### src/rtl/uart_pkg.sv
// Shared UART receiver definitions: state encoding, frame width and the
// bit-period helper used to size the receive timer.
package uart_pkg;

    localparam int UART_DATA_BITS = 8;

    typedef enum logic [2:0] {
        ST_IDLE      = 3'd0,
        ST_START     = 3'd1,
        ST_DATA      = 3'd2,
        ST_PARITY    = 3'd3,
        ST_STOP      = 3'd4,
        ST_WAIT_IDLE = 3'd5
    } uart_rx_state_e;

    function automatic int uart_cycles_per_bit(input int clock_frequency, input int baud_rate);
        return clock_frequency / baud_rate;
    endfunction

endpackage

### src/rtl/uart_rx_sync_fifo.sv
// Single-clock byte FIFO with extra-MSB pointers; a pop frees the slot a
// simultaneous push into a full FIFO needs, so both are accepted together.
module uart_rx_sync_fifo #(
    parameter int DEPTH = 8,
    parameter int WIDTH = 8
) (
    input  logic                     clk_i,
    input  logic                     rst_n_i,
    input  logic                     push_i,
    input  logic [WIDTH-1:0]         push_data_i,
    input  logic                     pop_i,
    output logic [WIDTH-1:0]         head_o,
    output logic                     empty_o,
    output logic                     full_o,
    output logic [$clog2(DEPTH):0]   count_o
);

    localparam int AW = $clog2(DEPTH);

    logic [WIDTH-1:0] mem_q [DEPTH];
    logic [AW:0]      wr_ptr_q;
    logic [AW:0]      rd_ptr_q;
    logic             do_push;
    logic             do_pop;

    assign empty_o = (wr_ptr_q == rd_ptr_q);
    assign full_o  = (wr_ptr_q[AW-1:0] == rd_ptr_q[AW-1:0]) && (wr_ptr_q[AW] != rd_ptr_q[AW]);
    assign count_o = wr_ptr_q - rd_ptr_q;
    assign head_o  = mem_q[rd_ptr_q[AW-1:0]];

    assign do_pop  = pop_i && !empty_o;
    assign do_push = push_i && (!full_o || do_pop);

    always_ff @(posedge clk_i or negedge rst_n_i) begin
        if (!rst_n_i) begin
            wr_ptr_q <= '0;
            rd_ptr_q <= '0;
            for (int i = 0; i < DEPTH; i++) mem_q[i] <= '0;
        end else begin
            if (do_push) begin
                mem_q[wr_ptr_q[AW-1:0]] <= push_data_i;
                wr_ptr_q                <= wr_ptr_q + {{AW{1'b0}}, 1'b1};
            end
            if (do_pop) rd_ptr_q <= rd_ptr_q + {{AW{1'b0}}, 1'b1};
        end
    end

endmodule

### src/rtl/uart_rx_fifo.sv
// UART receiver with sticky error flags feeding a byte FIFO.
// Define UART_RX_PARITY_EN for 8E1 frames; otherwise 8N1 and parity_error is 0.
//
// state        | meaning
// IDLE         | line high, waiting for a start edge
// START        | timing to start-bit middle, rejects glitches
// DATA         | sampling 8 data bits LSB first
// PARITY       | sampling the even-parity bit (parity builds only)
// STOP         | sampling the stop bit, push or flag framing error
// WAIT_IDLE    | after a framing error, waiting for the line to return high
import uart_pkg::*;

module uart_rx_fifo #(
    parameter int CLOCK_FREQUENCY = 50000000,
    parameter int UART_BAUD_RATE  = 9600,
    parameter int FIFO_DEPTH      = 8
) (
    input  logic                          clock,
    input  logic                          reset,
    input  logic                          uart_rx,
    output logic [UART_DATA_BITS-1:0]     rx_data,
    output logic                          rx_valid,
    input  logic                          rx_ready,
    output logic [$clog2(FIFO_DEPTH):0]   rx_count,
    output logic                          frame_error,
    output logic                          overrun_error,
    output logic                          parity_error,
    input  logic                          error_clear
);

    localparam int CPB = uart_cycles_per_bit(CLOCK_FREQUENCY, UART_BAUD_RATE);
    localparam int TW  = $clog2(CPB + 1);
    localparam logic [TW-1:0] FULL_LOAD = TW'(CPB - 1);
    localparam logic [TW-1:0] HALF_LOAD = TW'(CPB / 2 - 1);
    localparam logic [2:0]    LAST_BIT  = 3'(UART_DATA_BITS - 1);

    logic                      sync1_q, sync2_q;
    uart_rx_state_e            state_q, state_d;
    logic [TW-1:0]             timer_q, timer_d;
    logic [2:0]                bit_idx_q, bit_idx_d;
    logic [UART_DATA_BITS-1:0] shift_q, shift_d;
    logic                      frame_error_q, overrun_error_q;
    logic                      tc;
    logic                      push;
    logic                      frame_set;
    logic                      overrun_set;
    logic                      fifo_empty;
    logic                      fifo_full;
`ifdef UART_RX_PARITY_EN
    logic                      parity_set;
    logic                      parity_error_q;
`endif

    assign tc = (timer_q == '0);

    always_comb begin
        state_d   = state_q;
        timer_d   = tc ? FULL_LOAD : timer_q - TW'(1);
        bit_idx_d = bit_idx_q;
        shift_d   = shift_q;
        push      = 1'b0;
        frame_set = 1'b0;
`ifdef UART_RX_PARITY_EN
        parity_set = 1'b0;
`endif
        case (state_q)
            ST_IDLE: begin
                timer_d = HALF_LOAD;
                if (!sync2_q) state_d = ST_START;
            end
            ST_START: begin
                if (tc) begin
                    bit_idx_d = '0;
                    state_d   = sync2_q ? ST_IDLE : ST_DATA;
                end
            end
            ST_DATA: begin
                if (tc) begin
                    shift_d   = {sync2_q, shift_q[UART_DATA_BITS-1:1]};
                    bit_idx_d = bit_idx_q + 3'd1;
`ifdef UART_RX_PARITY_EN
                    if (bit_idx_q == LAST_BIT) state_d = ST_PARITY;
`else
                    if (bit_idx_q == LAST_BIT) state_d = ST_STOP;
`endif
                end
            end
`ifdef UART_RX_PARITY_EN
            ST_PARITY: begin
                if (tc) begin
                    parity_set = (sync2_q != ^shift_q);
                    state_d    = ST_STOP;
                end
            end
`endif
            ST_STOP: begin
                if (tc) begin
                    if (sync2_q) begin
                        push    = 1'b1;
                        state_d = ST_IDLE;
                    end else begin
                        frame_set = 1'b1;
                        state_d   = ST_WAIT_IDLE;
                    end
                end
            end
            ST_WAIT_IDLE: begin
                if (sync2_q) state_d = ST_IDLE;
            end
            default: state_d = ST_IDLE;
        endcase
    end

    // A pop in the push cycle makes room, so only an unserved full FIFO overruns.
    assign overrun_set = push && fifo_full && !rx_ready;

    always_ff @(posedge clock or negedge reset) begin
        if (!reset) begin
            sync1_q         <= 1'b1;
            sync2_q         <= 1'b1;
            state_q         <= ST_IDLE;
            timer_q         <= '0;
            bit_idx_q       <= '0;
            shift_q         <= '0;
            frame_error_q   <= 1'b0;
            overrun_error_q <= 1'b0;
        end else begin
            sync1_q         <= uart_rx;
            sync2_q         <= sync1_q;
            state_q         <= state_d;
            timer_q         <= timer_d;
            bit_idx_q       <= bit_idx_d;
            shift_q         <= shift_d;
            frame_error_q   <= frame_set   | (frame_error_q   & ~error_clear);
            overrun_error_q <= overrun_set | (overrun_error_q & ~error_clear);
        end
    end

`ifdef UART_RX_PARITY_EN
    always_ff @(posedge clock or negedge reset) begin
        if (!reset) parity_error_q <= 1'b0;
        else        parity_error_q <= parity_set | (parity_error_q & ~error_clear);
    end
    assign parity_error = parity_error_q;
`else
    assign parity_error = 1'b0;
`endif

    assign frame_error   = frame_error_q;
    assign overrun_error = overrun_error_q;
    assign rx_valid      = !fifo_empty;

    uart_rx_sync_fifo #(
        .DEPTH (FIFO_DEPTH),
        .WIDTH (UART_DATA_BITS)
    ) u_fifo (
        .clk_i       (clock),
        .rst_n_i     (reset),
        .push_i      (push),
        .push_data_i (shift_q),
        .pop_i       (rx_ready),
        .head_o      (rx_data),
        .empty_o     (fifo_empty),
        .full_o      (fifo_full),
        .count_o     (rx_count)
    );

endmodule

### config.mk
export PLATFORM = sky130hd
export DESIGN_NAME = uart_rx_fifo
export DESIGN_NICKNAME = d
export VERILOG_FILES = /design/src/rtl/uart_pkg.sv /design/src/rtl/uart_rx_sync_fifo.sv /design/src/rtl/uart_rx_fifo.sv
export SDC_FILE = /design/constraint.sdc
export NUM_CORES = 1
export LEC_CHECK = 0
export BUFFER_PORTS_ARGS = -buffer_cell sky130_fd_sc_hd__buf_2
export CORE_MARGIN = 2
export CORE_UTILIZATION = 40
export CTS_BUF_LIST = sky130_fd_sc_hd__clkbuf_4 sky130_fd_sc_hd__clkbuf_8 sky130_fd_sc_hd__clkbuf_16
export DETAILED_ROUTE_END_ITERATION = 7
export GPL_ROUTABILITY_DRIVEN = 0
export PLACE_DENSITY = 0.58
export SETUP_SLACK_MARGIN = 0.5
export SYNTH_ARGS = -nofsm -noshare
export SYNTH_HDL_FRONTEND = slang
export SYNTH_HIERARCHICAL = 1
export SYNTH_SLANG_ARGS = --single-unit
export TNS_END_PERCENT = 5
### constraint.sdc
create_clock -name clock -period 8.3 [get_ports clock]
set_input_delay 1.66 -clock clock [delete_from_list [all_inputs] [get_ports clock]]
set_output_delay 1.66 -clock clock [all_outputs]
set_load 0.05 [all_outputs]
# Word level (Yosys, flattened, before mapping)
# Cells that the tools add are included.
# totals
out_inout_bits	16
ff_bits	103
word_cells	89
in_bits	5
# classes
add_sub_neg	5
order_cmp	3
n_eq_ne	14
n_mux	26
n_bitwise	7
reduce_logical	16
# op_table
op	n
64-bit bitwise mux	1
3-bit 2-to-1 mux	9
13-bit 2-to-1 mux	2
8-bit binary-select mux with 3-bit select	1
8-bit demux with 3-bit select	1
8-bit 2-to-1 mux	3
3-bit case mux with 5 select lines	1
13-bit logical NOT	1
13-bit by 1-bit subtractor with 13-bit output (second input constant)	1
2-bit != test (second input constant)	6
3-bit equality test (second input constant)	3
4-bit by 1-bit adder with 4-bit output (second input constant)	2
4-bit greater-or-equal comparator (second input constant)	2
3-bit inverter with 4-bit output	2
1-bit logical AND	6
1-bit 2-to-1 mux	6
3-bit case mux with 2 select lines	1
6-bit AND reduction	1
4-bit equality test	1
4-bit by 1-bit less-than comparator with 1-bit output (second input constant)	1
4-bit subtractor	1
3-bit by 1-bit adder with 3-bit output (second input constant)	1
3-bit by 1-bit equality test with 1-bit output (second input constant)	1
3-bit by 2-bit equality test with 1-bit output (second input constant)	1
12 further kinds	16

# Longest topological paths before layout
# depth
depth_word	6
depth_mapped	10
mapped_depth_nobuf	8

# Hierarchy
# Netlist, hierarchy kept.
# modules_own_cells
mod	seq_area_each_um2	cells_each	instances	area_each_um2
uart_rx_sync_fifo	1801.7	236	1	3468.3
uart_rx_fifo	778.2	140	1	1571.5

# Worst setup path before layout
# No wires, ideal clock.
# synth_timing
kind	reg-to-output
from	reg u_fifo.rd_ptr_q[1]
to	out rx_count[3]
stages_incl_launch_ff	8
slack_ps	4230
path_buffers	2
t_required_ps	6640
arrival_ps	2410
cell_sequence	dfrtp_1 clkbuf_1 clkbuf_1 inv_1 ha_1 a21o_1 a21oi_1 xnor2_1
# synth_via
elab_chain_len	1
# synth_rtl
item	line	source
start: declaration	uart_rx_sync_fifo.sv:22	logic [AW:0] rd_ptr_q;
start signal: assignment	uart_rx_sync_fifo.sv:44	if (do_pop) rd_ptr_q <= rd_ptr_q + {{AW{1'b0}}, 1'b1};
4-bit subtractor	uart_rx_sync_fifo.sv:28	assign count_o = wr_ptr_q - rd_ptr_q;
end: declaration	uart_rx_fifo.sv:24	output logic [$clog2(FIFO_DEPTH):0] rx_count,
# Every way passes these cells.

# Worst setup path in the final report
# Same ends and word-level chain as after synthesis.

==> summary.txt <==
remaining global-route overflow: 0
Layout area overhead: 10.23%
Achievable Freq: 233.0 MHz
largest area contributor in the netlist: dfrtp_1
Nets: 404
Starting Density: 40.43%
post-CTS setup buffers: 0
Mapped Avg Cell Area: 13.40 sq um
RSZ-0062 raised after global routing: no
syn_nets: 391
CTS hold repair buffers: 0
clock root cell: clkbuf_16
Hold WS: 0.3557 ns
largest net degree at the start of global routing: 62
PortBufs: 19
Syn. warnings: 6
post-synthesis cell count: 376
Setup-failing EPs final: 0
Critical Path AT: 2.63 ns
initial antenna violation count: 0
Clock Sinks: 103
Final Hold Fails: 0
Worst-Margin Slew: 1.064 ns
Data required, critical path: 6.64 ns
status: finished clean
startpoint types: flip-flop
synthesized area: 5040 sq um
total iterations of the first detailed-routing run: 4
Core ar.: 12,470 sq um
Total Routing Usage GR: 16.38%
Crit. End Element: output port
antenna diode count: 0
first-pass GRT wire length: 16,530 um
FP Rows: 41
total via count in the routed design: 2,987
CP bufs+invs: 2
synth top area cells: dfrtp_1 (50%), mux2_2 (14%), mux4_2 (7.1%)
IR drop worst, VDD: 0.09114 mV
chip width: 116.2 um
CTS Buffer Depth: 2
IO Pins: 21
pwr dens: 217.7 nW/um^2
crit-path max cell delay: 1.04 ns
slew margin rel.: 29.09%
Worst-path clk slew: 0.06 ns
clock tree from TritonCTS: done
htree depth: 3
Sum Neg Setup Slack: 0 ns
fin. max-slew vios: 0
register bit total from synthesis: 103
kind of cell adding the most delay to the critical path: flip-flops
Hold WC Path Type: reg -> reg
slowest cell on the critical path: dfrtp_1
WL/cell: 17.75 um
Synth top area share: 50.15%
Setup Skew: 0.005891 ns
Crit Path Category: reg -> out
Top FF cell, synth: dfrtp_1
crit path time final: 4.292 ns
initial detailed-routing violation count: 147
DRC viols: 0
Final period util: 51.71%
cts repair resizes: 0
Crit Path Max Fanout: 21
Leak: 2.616 nW
Distinct cells, synth: 54
Die Y: 116.2 um
clk_lat worst skew: 0.35 ns
Num CTS Buffers: 9
die area: 13,510 sq um
maxcap violations: 0
sequential area share after synthesis: 51.19%
Post-synth EDFFs: 0
total wire length: 10,050 um
post-route ant nets: 0
Final HPWL DP: 6571 um
vias in the first global route: 3,108
ys async rst share: 100.0%
drt via density: 5.277
worst-path cell chain: inv_1 > ha_1 > a21o_1 > a21oi_1 > xnor2_1 > buf_2
layout cells sized above 1: 35.79%
==> power breakdown <==
part	internal (W)	leakage (nW)	switching [W]	total [W]
logic	0.0000854	1.10	0.000151	0.000236
clock network	0.000231	0.149	0.000182	0.000413
registers	0.000513	1.37	0.0000468	0.000559
==> metal layers <==
metal / up-vias / wire length [um] / global-route usage, % / share of wire, %
met2: 50 / 4878 / 26.43 / 49
met1: 1544 / 4650 / 21.77 / 46
met5: - / 0 / 0 / 0
met3: 15 / 398 / 4.515 / 4.0
met4: 0 / 122 / 4.762 / 1.2
li1: 1378 / - / - / -
==> Yosys cell counts (2+ instances only) <==
cell type,number
buf_2,5
nor2_1,9
mux4_2,16
buf_6,2
nand3_4,2
nand4_1,3
ha_1,9
and3_1,3
nand4b_1,2
mux2_2,63
nand2b_1,2
dfstp_2,2
nand2_1,33
nand3_1,16
nand4_4,4
nor3b_1,3
a21o_1,2
buf_4,2
o31ai_1,4
clkbuf_1,8
o21ai_0,4
dfrtp_1,101
mux2_4,8
or3_1,4
nor2b_1,2
inv_1,14
mux2_1,3
nor3_1,6
a21oi_1,5
xnor2_1,11
xor2_1,5
==> cell families (layout without fill, tap and decap cells) <==
| logic type | after synthesis | after routing | share of synthesized area, % |
|---|---|---|---|
| fa+ha+maj | 10 | 10 | 2.632 |
| buf+inv | 35 | 53 | 3.202 |
| flops | 103 | 103 | 51.19 |
| xor+xnor | 17 | 17 | 3.103 |
| other cells | 1 | 1 | 0.07441 |
| mux | 90 | 90 | 24.28 |
| compound gates | 24 | 24 | 3.451 |
| simple gates | 96 | 96 | 12.07 |
==> sequential cells by signal, summed over array words and instances (netlist names) <==
signal / flops
timer_q: 13
overrun_error: 1
u_fifo/wr_ptr_q: 4
u_fifo/mem_q: 64
shift_q: 8
u_fifo/rd_ptr_q: 4
state_q: 3
frame_error: 1
bit_idx_q: 3
sync2_q: 1
sync1_q: 1
==> area by class of cell <==
class | count | area (sq um)
flip-flops and latches | 103 | 2580
well taps | 172 | 215.2
multi-input cells | 238 | 2298
repair buffers | 21 | 112.6
inverters | 16 | 60.06
clock inverters | 7 | 63.81
clock buffers | 9 | 225.2
fillers | 1141 | 6910
==> path summary, 6_finish.rpt <==
kind,startpoint,to,slack (ns),depth (start not counted)
max in group asynchronous,reset,bit_idx_q[1],5.83,2
max,u_fifo/rd_ptr_q[1],rx_count[3],4.01,6
max reg2reg,timer_q[0],u_fifo/mem_q[39],4.70,8
min reg2reg,sync1_q,sync2_q,0.36,0
min,sync1_q,sync2_q,0.36,0
min in group asynchronous,reset,u_fifo/mem_q[32],1.30,1
==> worst register-to-register path: cells and delay by family, from the launching register on <==
kind | cells | cell delay [ns]
AND/OR/NAND/NOR | 5 | 2.43
flip-flops | 1 | 0.41
multiplexers | 1 | 0.40
buffers and inverters | 1 | 0.09
adder cells (fa/ha/maj) | 1 | 0.14
==> metrics by stage <==
| step | cells | power, W | setup WS, ns | utilization [%] | cell area, sq um |
|---|---|---|---|---|---|
| 2_1_floorplan | 376 | 0.0007423 | 4.230 | - | 5040 |
| 3_3_place_gp | 550 | 0.0008059 | 4.423 | 42.25 | 5266 |
| 3_5_place_dp | 550 | 0.0008093 | 4.369 | 42.25 | 5266 |
| 4_1_cts | 566 | 0.001228 | 3.978 | 44.56 | 5555 |
| 5_1_grt | 566 | 0.001269 | 3.839 | 44.56 | 5555 |
| 6_report | 566 | 0.001209 | 4.008 | 44.56 | 5555 |
==> placed cells by master, fill, tap and decap left out, types with 2 or more instances in the layout <==
cell and n:
a21oi_1 5, dfstp_2 2, nand2b_1 2, xnor2_1 11
clkbuf_16 9, dfrtp_1 101, mux2_4 8, buf_4 3
ha_1 9, nor2_1 9, nand2_1 33, mux2_1 3
nand4b_1 2, nand4_4 4, nand3_1 16, clkinv_2 5
a21o_1 2, nand3_4 2, mux4_2 16, mux2_2 63
buf_2 18, o31ai_1 4, nor3b_1 3, nor3_1 6
nor2b_1 2, inv_1 14, nand4_1 3, xor2_1 5
and3_1 3, o21ai_0 4, or3_1 4
No activity file was read; power rests on OpenSTA's default activity.
